File: config.mk
export PLATFORM = sky130hd
export DESIGN_NAME = polyveck_reduce_stream
export DESIGN_NICKNAME = d
export VERILOG_FILES = /design/src/rtl/polyveck_reduce_stream.sv
export SDC_FILE = /design/constraint.sdc
export NUM_CORES = 2
export LEC_CHECK = 0
export ABC_AREA = 1
export CORE_ASPECT_RATIO = 0.8
export CORE_UTILIZATION = 50
export CTS_BUF_LIST = sky130_fd_sc_hd__clkbuf_4
export DETAILED_ROUTE_END_ITERATION = 7
export HOLD_SLACK_MARGIN = 0.12
export PLACE_DENSITY_LB_ADDON = 0.3
export SYNTH_ARGS = -nofsm -noshare
export SYNTH_HDL_FRONTEND = slang
export SYNTH_SLANG_ARGS = --single-unit
File: constraint.sdc
create_clock -name clk -period 5.49 [get_ports clk]
set_clock_uncertainty 0.1 [all_clocks]
set_input_delay 0.549 -clock clk [delete_from_list [all_inputs] [get_ports clk]]
set_output_delay 0.549 -clock clk [all_outputs]
set_load 0.02 [all_outputs]
File: src/rtl/polyveck_reduce_stream.sv
// Streaming polynomial-vector reducer: a two-stage valid/ready pipeline applying
// caddq, reduce32, freeze (reduce32 then caddq) or pass to LANES coefficients per beat.
module polyveck_reduce_stream #(
  parameter int K       = 6,
  parameter int N       = 256,
  parameter int LANES   = 8,
  parameter int COEFF_W = 32,
  parameter int Q       = 8380417,
  localparam int IDX_W  = (K > 1) ? $clog2(K) : 1
) (
  input  logic                     clk,
  input  logic                     rst,
  input  logic [1:0]               cfg_mode,
  input  logic                     in_valid,
  output logic                     in_ready,
  input  logic [LANES*COEFF_W-1:0] in_data,
  output logic                     out_valid,
  input  logic                     out_ready,
  output logic [LANES*COEFF_W-1:0] out_data,
  output logic [IDX_W-1:0]         out_poly_idx,
  output logic                     out_last,
  output logic                     done
);

  localparam int BPP    = N / LANES;
  localparam int BEAT_W = (BPP > 1) ? $clog2(BPP) : 1;
  localparam int DW     = LANES * COEFF_W;

  localparam logic [COEFF_W-1:0]        QW    = COEFF_W'(Q);
  localparam logic signed [COEFF_W:0]   ROUND = (COEFF_W + 1)'(1 << 22);

  typedef enum logic [1:0] {
    MODE_CADDQ    = 2'd0,
    MODE_REDUCE32 = 2'd1,
    MODE_FREEZE   = 2'd2,
    MODE_PASS     = 2'd3
  } mode_e;

  // The rounding add is done one bit wider so INT_MAX + 2^22 cannot wrap.
  function automatic logic [COEFF_W-1:0] reduce32(input logic [COEFF_W-1:0] a);
    logic signed [COEFF_W:0] t;
    t = ($signed({a[COEFF_W-1], a}) + ROUND) >>> 23;
    return a - t[COEFF_W-1:0] * QW;
  endfunction

  function automatic logic [COEFF_W-1:0] caddq(input logic [COEFF_W-1:0] a);
    return a + (a[COEFF_W-1] ? QW : '0);
  endfunction

  logic [BEAT_W-1:0] beat_cnt;
  logic [IDX_W-1:0]  poly_cnt;
  mode_e             mode_lat;

  logic              v1;
  logic [DW-1:0]     d1;
  mode_e             mode1;
  logic [IDX_W-1:0]  idx1;
  logic              last1;

  logic              s1_adv, s2_adv, in_fire;
  logic              first_beat, beat_wrap, last_beat;
  mode_e             in_mode;
  logic [DW-1:0]     r1, r2;

  assign s2_adv     = !out_valid || out_ready;
  assign s1_adv     = !v1 || s2_adv;
  assign in_ready   = s1_adv && !rst;
  assign in_fire    = in_valid && in_ready;
  assign first_beat = (beat_cnt == '0) && (poly_cnt == '0);
  assign beat_wrap  = (beat_cnt == BEAT_W'(BPP - 1));
  assign last_beat  = beat_wrap && (poly_cnt == IDX_W'(K - 1));
  // The first beat of a vector uses cfg_mode directly, later beats the latched copy.
  assign in_mode    = first_beat ? mode_e'(cfg_mode) : mode_lat;

  // NOTE: every variable gets a default at the top of always_comb so no path
  // leaves it unassigned, which would otherwise infer a latch.
  always_comb begin
    r1 = in_data;
    r2 = d1;
    for (int i = 0; i < LANES; i++) begin
      if (in_mode == MODE_REDUCE32 || in_mode == MODE_FREEZE)
        r1[i*COEFF_W +: COEFF_W] = reduce32(in_data[i*COEFF_W +: COEFF_W]);
      if (mode1 == MODE_CADDQ || mode1 == MODE_FREEZE)
        r2[i*COEFF_W +: COEFF_W] = caddq(d1[i*COEFF_W +: COEFF_W]);
    end
  end

  // NOTE: sequential state uses non-blocking assignments so every register
  // samples pre-edge values regardless of statement order.
  always_ff @(posedge clk) begin
    if (rst) begin
      beat_cnt     <= '0;
      poly_cnt     <= '0;
      mode_lat     <= MODE_CADDQ;
      v1           <= 1'b0;
      d1           <= '0;
      mode1        <= MODE_CADDQ;
      idx1         <= '0;
      last1        <= 1'b0;
      out_valid    <= 1'b0;
      out_data     <= '0;
      out_poly_idx <= '0;
      out_last     <= 1'b0;
      done         <= 1'b0;
    end else begin
      if (in_fire) begin
        if (first_beat) mode_lat <= in_mode;
        if (beat_wrap) begin
          beat_cnt <= '0;
          poly_cnt <= last_beat ? '0 : poly_cnt + IDX_W'(1);
        end else begin
          beat_cnt <= beat_cnt + BEAT_W'(1);
        end
      end

      if (s1_adv) begin
        v1 <= in_fire;
        if (in_fire) begin
          d1    <= r1;
          mode1 <= in_mode;
          idx1  <= poly_cnt;
          last1 <= last_beat;
        end
      end

      if (s2_adv) begin
        out_valid <= v1;
        if (v1) begin
          out_data     <= r2;
          out_poly_idx <= idx1;
          out_last     <= last1;
        end
      end

      done <= out_valid && out_ready && out_last;
    end
  end

endmodule
### Word level (Yosys, flattened, before mapping)

Index checks and enable logic that the tools add are counted.

| storage, ports and cells | value |
|---|---|
| output and inout bits | 263 |
| bits of input ports | 262 |
| flip-flop bits (word level) | 535 |
| word-level logic and storage cells | 99 |

| operators by class | value |
|---|---|
| multipliers | 8 |
| $add $sub $neg | 26 |
| eq/ne operators | 5 |
| muxes and demuxes | 27 |
| reduce and logical (&&, ||, !) cells | 20 |

Operators by type and width:

| operator | number |
|---|---|
| $mux 32 | 16 |
| $add 32x24->33 const B | 8 |
| $add 32x23->32 | 8 |
| $mul 10x24->32 const B | 8 |
| $sub 32x32->32 | 8 |
| $mux 23 | 8 |
| $reduce_and 2->1 | 4 |
| $logic_and 1x1->1 | 6 |
| $add 5x1->5 const B | 1 |
| $eq 5x5->1 const B | 1 |
| $logic_not 5->1 | 1 |
| $mux 5 | 1 |
| $eq 2x2->1 const B | 2 |
| $logic_or 1x1->1 | 4 |
| $add 3x1->3 const B | 1 |
| $eq 3x3->1 const B | 1 |
| $logic_not 1->1 | 3 |
| $logic_not 3->1 | 1 |
| $mux 3 | 1 |
| $eq 2x1->1 const B | 1 |
| $logic_not 2->1 | 1 |
| $mux 2 | 1 |

### Depth between registers and ports, before layout

| logic depth | value |
|---|---|
| word-level depth | 6 |
| mapped depth | 35 |
| gate-level depth less buffers | 35 |

### Least setup slack after synthesis

OpenSTA, ideal clock, no wires.

| timing | value |
|---|---|
| kind | input -> register |
| from | input in_data[217] |
| to | register d1[222] |
| slack | -0.351 ns |
| cell stages on the path | 31 |
| data arrival time | 5.609 ns |
| required time | 5.258 ns |
| buffers on the path | 0 |
| setup time | 0.132 ns |
| cells stage by stage | inv_1 > nor3_1 > nand2_1 > nor2_1 > nand2_1 > xor2_1 > inv_1 > xor2_1 > ha_1 > inv_1 > nand2_2 > xor2_1 > inv_1 > ha_1 > a31oi_1 > inv_1 > fa_1 > fa_1 > inv_1 > fa_1 > inv_1 > ha_1 > nand2_1 > nor2_1 > inv_1 > nor4_1 > nand4_1 > nand3_1 > nand3_1 > nand2_1 > a21oi_1 |

| on the way | value |
|---|---|
| longest elaborated chain between the ends | 4 |

RTL lines:

| element | RTL line | source |
|---|---|---|
| start, declared | 16 | `input logic [LANES*COEFF_W-1:0] in_data,` |
| $add 32x24->33 | 42 | `t = ($signed({a[COEFF_W-1], a}) + ROUND) >>> 23;` |
| $mul 10x24->32 | 43 | `return a - t[COEFF_W-1:0] * QW;` |
| $sub 32x32->32 (*) | 43 |  |
| $mux 32 (*) | 81 | `if (in_mode == MODE_REDUCE32 \|\| in_mode == MODE_FREEZE)` |
| end signal, assigned | 119 | `d1 <= r1;` |
| end, declared | 55 | `logic [DW-1:0] d1;` |

Mark *: on every way between the ends. The rest lies on a longest branch, timed or not.
A chain may end at the register's enable or synchronous reset.

### Final worst setup path

| timing | value |
|---|---|
| from | input in_data[87] |
| to | register d1[88] |

Same word-level chain as after synthesis.

==> flow_metrics.py <==
metrics = {
    "run_status": {
        "status": "finished, final reports clean",
    },
    "floorplanning": {
        "std_cell_rows": 121,
        "top_level_ports": 525,
        "die-area_um2": 139000,
        "die_w_um": 417,
        "coreArea_um2": 136000,
        "die_h_um": 334,
        "start_util": 0.505,
    },
    "clock_tree": {
        "cts.htree.levels": 4,
        "cts_made_buffers": 159,
        "clockBufferDepth": 3,
        "cts-root-buf": "clkbuf_4",
        "path_clk_slew_ns": 0.06,
        "cts_tree": "yes",
        "clk_latency_ns": 1.17,
        "cts.sinks": 534,
    },
    "synth": {
        "ys_ff_latch": 534,
        "netlist_instances": 10300,
        "ys_async_sr_fraction": 0,
        "syn-num-nets": 11800,
        "syn_avg_cell_area_um2": 6.67,
        "synth.largest_area_cell": "dfxtp_1",
        "synth_ff_type": "dfxtp_1",
        "synth_top_area_frac": 0.155,
        "yosys_warnings": 0,
        "synth_area_um2": 68800,
        "synthTopCellsByArea": "dfxtp_1 16%, ha_1 15%, fa_1 11%",
        "synth_edf_count": 0,
        "synth_seq_area_share": 0.155,
        "synth_cell_types": 60,
    },
    "place": {
        "hpwl_um": 212000,
        "routabilityCongestion": 0.996,
        "port_buffers": 524,
        "placed_cells": 13300,
    },
    "pwr": {
        "switchingPower_mw": 30.8,
        "ir_worst_vdd_mv": 0.664,
        "leakage_nw": 43.0,
        "pwr-share-seq": 0.086,
        "clkPwrFrac": 0.069,
        "combinationalPowerShare": 0.845,
        "swShare": 0.519,
        "power_per_cell_area_nw_per_um2": 686,
        "p_int_mw": 28.5,
    },
    "grt": {
        "grt-ovfl-total": 0,
        "grt.total_usage": 0.366,
        "grt_pass1_vias": 71700,
        "antenna_found_initial": 6,
        "grt_start_max_net_pins": 176,
        "grt_pass1_wl_um": 401000,
    },
    "detailed_routing": {
        "drt_wl_total_um": 261000,
        "dr.pass1.iters": 6,
        "drc": 0,
        "vias_per_cell": 5.45,
        "first_iter_violations": 6124,
        "via_count": 74400,
        "wl_per_cell_um": 19.1,
        "drtAntennaViolNets": 0,
    },
    "critical_path": {
        "cp.required_ns": 6.32,
        "cp-end-kind": "register",
        "cp.arrival_ns": 6.15,
        "cp-start-kind": "input pin",
        "critPathKind": "in -> reg",
        "crit_fanout": 5,
    },
    "timing": {
        "maxSlewViolCount": 0,
        "setup_viol": 0,
        "timing.final.crit_period_ns": 5.32,
        "relSlewSlack": 0.234,
        "fmax_mhz": 188,
        "hold_violations": 0,
        "post-route-period-util": 0.969,
        "worst_slew_pin_slew_ns": 1.14,
    },
    "final_layout": {
        "fillers": 12700,
        "fin_util": 0.635,
        "syn_to_final_growth_pct": 25.7,
        "layoutNonFillerInstCount": 13700,
        "nets": 13300,
        "drive_above_1_share": 0.134,
    },
    "min_path": {
        "hold_class": "in -> reg",
    },
    "run": {
        "maxCapViolCount": 0,
    },
}
==> cell usage in the layout (no fill, tap or decap), types with 216 or more instances in the layout <==
cell,Yosys,final
clkbuf_4,0,216
fa_1,391,391
dfxtp_1,534,533
nand3_1,624,614
o21ai_0,636,620
nand2_1,2000,1981
nor2_1,1003,966
ha_1,840,809
a21oi_1,804,768
xor2_1,313,291
clkdlybuf4s50_1,0,511
buf_4,3,966
inv_1,1869,1861
==> synth_stat cells, types with 111 or more instances <==
library cell  number
nor3_1           114
dfxtp_1          534
xor2_1           313
fa_1             391
o211ai_1         111
nor2_1          1003
a21oi_1          804
clkbuf_1         205
o21ai_0          636
nand3_1          624
ha_1             840
nand2_1         2000
inv_1           1869
xnor2_1          121
==> registers in the layout, summed over array words and instances, names as in the netlist <==
name and flops:
beat_cnt 5, d1 256, done 1, idx1 3, last1 1, mode1 1
mode_lat 2, out_data 256, out_last 1, out_poly_idx 3, out_valid 1, poly_cnt 3
v1 1
==> worst max-delay path, stage by stage <==
cell             delay, ns
clkdlybuf4s50_1       0.49
ha_2                  0.19
inv_1                 0.07
nor2_1                0.14
xor2_1                0.20
inv_1                 0.13
buf_4                 0.16
xor2_1                0.16
ha_1                  0.19
or2_2                 0.33
xnor2_1               0.15
buf_4                 0.14
fa_1                  0.49
fa_1                  0.49
inv_1                 0.05
fa_1                  0.48
inv_1                 0.04
ha_1                  0.34
a21oi_1               0.35
o21ai_1               0.21
buf_4                 0.18
a21oi_1               0.16
nand3_1               0.11
nand2_1               0.07
nand3_1               0.06
nand3_1               0.13
a21oi_1               0.08
==> per-layer routing <==
metal,vias up,part of all wire,global-route usage
li1,36100,-,-
met1,34900,0.43,0.491
met2,2931,0.44,0.573
met3,550,0.078,0.0578
met4,0,0.053,0.172
met5,-,0,0
==> final timing paths <==
check / cells past startpoint / slack (ns) / startpoint / end
min: 6 / 0.14 / in_data[54] / d1[54]$_SDFFE_PP0P_
min reg2reg: 2 / 0.36 / out_data[51]$_SDFFE_PP0P_ / out_data[51]$_SDFFE_PP0P_
max: 27 / 0.17 / in_data[87] / d1[88]$_SDFFE_PP0P_
max reg2reg: 12 / 1.91 / d1[255]$_SDFFE_PP0P_ / out_data[249]$_SDFFE_PP0P_
==> cell type report <==
class / count / area (µm²) / area share
well taps: 1783 / 2230 / 0.0258
flip-flops and latches: 534 / 10700 / 0.124
inverters: 1883 / 7100 / 0.0821
repair buffers: 1572 / 13500 / 0.156
clock buffers: 216 / 1620 / 0.0187
multi-input cells: 7608 / 50900 / 0.589
clock inverters: 64 / 439 / 0.00508
diodes: 9 / 22.5 / 0.000260
==> per-stage QoR <==
step | setup WS [ns] | instance area (µm²) | hold slack (ns) | total power, mW | setup TNS, ns
after floorplan | 0.000239 | 69100 | 0.342 | 33.1 | 0
after global placement | -1.05 | 82800 | 0.353 | 52.0 | -84.86
after detailed placement | -1.11 | 82800 | 0.356 | 52.5 | -95.16
after CTS | 0.0741 | 85500 | 0.121 | 56.9 | 0
after global routing | -0.0206 | 86500 | 0.116 | 65.3 | -0.105
final | 0.168 | 86500 | 0.143 | 59.3 | 0
==> kinds of logic after synthesis <==
| logic type | synth area share |
|---|---|
| DFF | 0.155 |
| buffers and inverters | 0.120 |
| AOI/OAI and AO/OA | 0.150 |
| and+or+nand+nor | 0.248 |
| xor gates and xnor gates | 0.0597 |
| adders and majority gates | 0.266 |
==> power by group through the flow <==
stage / combinational [mW] / clock (mW) / sequential (mW)
6_report: 50.1 / 4.09 / 5.12
5_1_grt: 55.8 / 4.38 / 5.17
4_1_cts: 47.7 / 4.15 / 5.09
3_5_place_dp: 47.4 / 0 / 5.17
3_3_place_gp: 46.8 / 0 / 5.15
2_1_floorplan: 28.1 / 0 / 5.06
==> what timing repair did <==
item,4_1_cts,5_1_grt
hold buffers,65,6
resized for setup,0,186
hold endpoints to repair,140,6
setup endpoints to repair,0,95
buffers inserted,0,22
No activity file was read; power rests on OpenSTA's default activity.
